===== src/rtl/mic_frame_sched.sv =====
// PDM clock/tick generator plus a frame scheduler that serialises one captured
// multi-channel CIC frame into a ready/valid stream, one channel per beat.
module mic_frame_sched #(
  parameter int unsigned NCH     = 8,
  parameter int unsigned DW      = 17,
  parameter int unsigned PDM_DIV = 4,
  parameter int unsigned DEC     = 64
) (
  input  logic                    clk,
  input  logic                    rst,
  input  logic                    en,
  output logic                    pdm_clk,
  output logic                    pdm_tick,
  output logic                    dec_tick,
  input  logic [NCH*DW-1:0]       cic_data,
  input  logic                    cic_valid,
  output logic [DW-1:0]           m_data,
  output logic [$clog2(NCH)-1:0]  m_chan,
  output logic                    m_valid,
  output logic                    m_last,
  input  logic                    m_ready,
  output logic                    overrun,
  input  logic                    clr_overrun,
  output logic [15:0]             frame_cnt
);

  localparam int unsigned CW  = $clog2(NCH);
  localparam int unsigned PW  = $clog2(PDM_DIV);
  localparam int unsigned DCW = $clog2(DEC);

  typedef enum logic [1:0] {StIdle, StWait, StSend} state_e;

  state_e          state_q, state_d;
  logic [PW-1:0]   pdiv_q, pdiv_d;
  logic [DCW-1:0]  dcnt_q, dcnt_d;
  logic [CW-1:0]   idx_q, idx_d;
  logic [15:0]     frame_cnt_q, frame_cnt_d;
  logic            overrun_q, overrun_d;
  logic [DW-1:0]   fbuf_q [NCH];
  logic [DW-1:0]   fbuf_d [NCH];
  logic [DW-1:0]   m_data_q, m_data_d;
  logic [CW-1:0]   m_chan_q, m_chan_d;
  logic            m_valid_q, m_valid_d;
  logic            m_last_q, m_last_d;
  logic            run, hs, last_hs, capture, drop;

  // Ticks are combinational so they stop the same cycle en drops.
  always_comb begin
    run      = en & ~rst;
    pdm_clk  = run && (pdiv_q < PW'(PDM_DIV / 2));
    pdm_tick = run && (pdiv_q == PW'(PDM_DIV - 1));
    dec_tick = pdm_tick && (dcnt_q == DCW'(DEC - 1));
    pdiv_d   = '0;
    dcnt_d   = '0;
    if (en) begin
      pdiv_d = (pdiv_q == PW'(PDM_DIV - 1)) ? '0 : pdiv_q + PW'(1);
      dcnt_d = dcnt_q;
      if (pdm_tick) begin
        dcnt_d = dec_tick ? '0 : dcnt_q + DCW'(1);
      end
    end
  end

  always_comb begin
    state_d     = state_q;
    idx_d       = idx_q;
    fbuf_d      = fbuf_q;
    frame_cnt_d = frame_cnt_q;
    capture     = 1'b0;
    drop        = 1'b0;
    hs          = (state_q == StSend) && m_ready;
    last_hs     = hs && (idx_q == CW'(NCH - 1));

    case (state_q)
      StIdle: begin
        if (cic_valid) capture = 1'b1;
        else if (en)   state_d = StWait;
      end
      StWait: begin
        if (cic_valid) capture = 1'b1;
        else if (!en)  state_d = StIdle;
      end
      StSend: begin
        // A frame arriving on the final handshake chains straight into the next frame.
        if (last_hs) begin
          if (cic_valid) capture = 1'b1;
          else           state_d = en ? StWait : StIdle;
        end else begin
          if (hs)        idx_d = idx_q + CW'(1);
          if (cic_valid) drop = 1'b1;
        end
      end
      default: state_d = StIdle;
    endcase

    if (capture) begin
      state_d     = StSend;
      idx_d       = '0;
      frame_cnt_d = frame_cnt_q + 16'd1;
      for (int i = 0; i < NCH; i++) begin
        fbuf_d[i] = cic_data[i*DW +: DW];
      end
    end

    overrun_d = drop | (overrun_q & ~clr_overrun);

    m_valid_d = (state_d == StSend);
    m_data_d  = m_valid_d ? fbuf_d[idx_d] : '0;
    m_chan_d  = m_valid_d ? idx_d : '0;
    m_last_d  = m_valid_d && (idx_d == CW'(NCH - 1));
  end

  always_ff @(posedge clk) begin
    if (rst) begin
      state_q     <= StIdle;
      pdiv_q      <= '0;
      dcnt_q      <= '0;
      idx_q       <= '0;
      frame_cnt_q <= '0;
      overrun_q   <= 1'b0;
      m_data_q    <= '0;
      m_chan_q    <= '0;
      m_valid_q   <= 1'b0;
      m_last_q    <= 1'b0;
    end else begin
      state_q     <= state_d;
      pdiv_q      <= pdiv_d;
      dcnt_q      <= dcnt_d;
      idx_q       <= idx_d;
      frame_cnt_q <= frame_cnt_d;
      overrun_q   <= overrun_d;
      m_data_q    <= m_data_d;
      m_chan_q    <= m_chan_d;
      m_valid_q   <= m_valid_d;
      m_last_q    <= m_last_d;
    end
  end

  // Buffer contents are only observable in StSend, so it needs no reset.
  always_ff @(posedge clk) begin
    fbuf_q <= fbuf_d;
  end

  assign m_data    = m_data_q;
  assign m_chan    = m_chan_q;
  assign m_valid   = m_valid_q;
  assign m_last    = m_last_q;
  assign overrun   = overrun_q;
  assign frame_cnt = frame_cnt_q;

endmodule


===== config.mk =====
export PLATFORM = sky130hd
export DESIGN_NAME = mic_frame_sched
export DESIGN_NICKNAME = d
export VERILOG_FILES = /design/src/rtl/mic_frame_sched.sv
export SDC_FILE = /design/constraint.sdc
export NUM_CORES = 1
export LEC_CHECK = 0
export BUFFER_PORTS_ARGS = -buffer_cell sky130_fd_sc_hd__buf_2
export CAP_MARGIN = 15
export CORE_AREA = 4 4 129 119
export DETAILED_ROUTE_END_ITERATION = 12
export DIE_AREA = 0 0 133 123
export PLACE_DENSITY = 0.88
export SLEW_MARGIN = 20
export SYNTH_ARGS = -nofsm -noshare
export SYNTH_HDL_FRONTEND = slang
export SYNTH_SLANG_ARGS = --single-unit

===== constraint.sdc =====
create_clock -name clk -period 5.75 [get_ports clk]
set_input_delay 0 -clock clk [delete_from_list [all_inputs] [get_ports clk]]
set_output_delay 0 -clock clk [all_outputs]
set_load 0.05 [all_outputs]

==> summary.md <==
| Metric | Value |
|---|---|
| # rows | 41 |
| Sink Count | ~190 |
| Synth warnings | 0 |
| Post-DP HPWL | approximately 15 mm |
| PortBufs | 183 |
| Primary FF master, synth | dfxtp_1 |
| CTS tree | done |
| First-pass GRT wire length | 40.3 mm |
| Hold Fails Final Rpt | 0 |
| Total CTS buffers | 17 |
| Vias per cell | 5.69 |
| Synth cell types | 52 |
| Synthesized area per cell | 8.64 µm² |
| Width of the chip | around 130 µm |
| Max VDD drop | 0.237 mV |
| R2r startpoint | idx_q[0] |
| Number of antenna-violating nets in the routed design | 0 |
| Vias | 8005 |
| Share of layout cells above drive strength 1 | 0.227 |
| Final Non-Filler Cells | 1408 |
| Die Y | 123 µm |
| Total overflow reported by the global router | 0 |
| Post-synthesis mux area share | 0.0694 |
| Leakage | 0.00495 µW |
| Number of synthesized flops with an enable pin | 0 |
| Layout Skew | around 0.012 ns |
| Largest family of logic cells by synthesized area | simple AND/OR/NAND/NOR gates |
| Cell internal pwr | 2340 µW |
| Pwr per Cell Area | 301 mW/mm² |
| Antenna cells | 0 |
| Critical Path Source Type | register |
| Yosys reg bits | ~190 |
| Peak per-stage delay on the critical path | 0.93 ns |
| Sw frac | 0.278 |
| Total power | 3240 µW |
| Htree depth | 4 |
| R2R depth | 8 |
| Worst-path cell chain | buf_4 -> clkinv_1 -> o32ai_1 -> or2_1 -> buf_4 -> mux2i_1 -> o22a_1 -> o221ai_1 |
| Post-synth ARST share | 0 |
| Initial antenna violation count | 0 |
| Synth Area in Adders | 0.00785 |
| RSZ-0062 raised after global routing | no |
| Worst-path clk slew | 0.06 ns |
| Post-Synth Simple-Gate Area | 0.237 |
| Commonest non-fill, non-tap cell in the layout | nand2_1 |
| Status | completed |
| Critical R2R Capture | m_data[2] |
| Synth Area in Compound Gates | 0.144 |
| Fin crit share | 0.636 |
| Sequential Power Share | 0.482 |
| Max FO, Critical Path | 38 |
| Slew Limit Fails | 0 |
| Critical setup path kind | register to register |
| Vias in the first global route | 7822 |
| HP Class | input port to register |
| Die area | 0.0164 mm² |
| Fmax | 273 MHz |
| Cells after synthesis | 922 |
| Drt pass-1 iters | 5 |
| DRC | 0 |
| Post-Synth XOR/XNOR Area | 0.0165 |
| Psw | 902 µW |
| Clock Latency Late Sink | 0.43 ns |
| Most used cell, CP | buf_4 |
| Pin count of the biggest net entering global routing | 93 |
| Number of I/O pins | 184 |
| Post-layout net count | ~1400 |
| Setup TNS | 0 ns |
| # Max-Cap Violations | 0 |
| Worst-Margin Slew | between 1 and 1.5 ns |
| Placed Cells | 1237 |
| Crit. End Element | register |
| Starting density of the core | 0.573 |
| Flop-to-flop setup slack | 2.09 ns |
| Setup bufs post-CTS | 0 |
| Clock root cell | clkbuf_16 |
| Clock Power Share | 0.345 |
| Worst setup endpoint | m_data[2] |
| Post-synthesis cell area | approximately 0.008 mm² |
| Total track usage | 0.312 |
| Min cycle time layout | 3.66 ns |
| Final Setup Violations | 0 |
| Core Box Area | 0.0139 mm² |
| Syn Nets | 1069 |
| Area grow syn2layout | 35.1% |
| Final wirelength | 25.6 mm |
| Crit path from | idx_q[0] |
| Max_slew headroom | 0.287 |
| Critical Path AT | 3.93 ns |
| Part of the power in combinational logic | 0.173 |
| Critical-path top delay cell | clkinv_1 |
| Longest Clk Path Bufs | 2 |
| Routed len/inst | 18.2 µm |
| Routability cong. | 0.891 |
| Critical Path RT | 6.02 ns |
| Most frequent cells in the layout | 340 x nand2_1, 188 x dfxtp_1, 183 x buf_2, 140 x dlygate4sd3_1, 59 x a221oi_1 |
| Initial DRC Count | 788 |
| Sequential area share after synthesis | 0.472 |
[sequential cells by signal (all words and copies together) (netlist names)]
register,cells
fbuf_q,136
m_data,17
frame_cnt,16
dcnt_q,6
idx_q,3
m_chan,3
pdiv_q,2
state_q,2
m_last,1
m_valid,1
overrun,1
[critical path, delay by kind of cell (launching register included)]
kind,cells,cell delay [ns]
buffers and inverters,3,1.70
AOI/OAI and AO/OA,3,0.97
DFF,1,0.34
muxes,1,0.29
and+or+nand+nor,1,0.17
[cell usage after synthesis, drive strengths merged, types with 8 or more instances]
master	count	area (µm²)
a21oi	9	45.0
a221o	14	140
a221oi	68	652
buf	52	338
clkbuf	16	60.1
dfxtp	188	3760
mux2	42	473
mux2i	8	80.1
nand2	340	1280
nor2	42	158
nor3	22	115
o21ai	21	116
o31ai	14	105
or3	18	113
xor2	12	105
[power by group through the flow]
stage	logic (µW)	registers, µW	clock network (µW)
finish	561	1560	1120
CTS	538	1550	1120
global route	608	1570	1180
global placement	448	1580	0
detailed placement	460	1580	0
floorplan	283	1600	0
[area by class of cell]
type	count	area, µm²
Tap cell	193	241
Inverter	6	22.5
Clock inverter	9	88.8
Sequential cell	188	3760
Clock buffer	22	474
Timing Repair Buffer	330	2370
Fill cell	856	3140
Multi-Input combinational cell	660	3800
[worst min path at each step]
stage	start	endpoint	slack, ns	cells past startpoint
finish	m_ready	state_q[0]	0.05	4
global route	m_ready	state_q[0]	0.08	4
CTS	m_ready	state_q[0]	0.03	4
detailed placement	cic_data[73]	fbuf_q[56]	0.19	3
global placement	cic_data[87]	fbuf_q[36]	0.19	3
floorplan	cic_valid	state_q[0]	0.07	1
[through the flow]
step	util	area [µm²]	setup slack, ns	hold WS (ns)
CTS	0.774	10800	2.27	0.0267
floorplan	-	7970	2.90	0.0728
global route	0.774	10800	1.92	0.0761
global placement	0.633	8800	2.40	0.186
finish	0.774	10800	2.09	0.0505
detailed placement	0.633	8800	2.29	0.187
[routing by layer]
| metal | wire [µm] | up-vias | global-route usage |
|---|---|---|---|
| li1 | - | 3758 | - |
| met5 | 0 | - | 0 |
| met1 | 9750 | 3698 | 0.373 |
| met3 | 2360 | 103 | 0.0753 |
| met2 | 12400 | 446 | 0.539 |
| met4 | 1130 | 0 | 0.134 |
[repair_timing]
item,in CTS,in global routing
hold endpoints to repair,156,0
hold buffers,140,0
setup endpoints to repair,0,0
resized for setup,0,0
[cell families after synthesis]
logic type      Yosys count
xor+xnor                 15
buf+inv                  74
simple gates            453
mux                      50
flops                   188
compound gates          137
fa+ha+maj                 5
No activity file was read; power rests on OpenSTA's default activity.
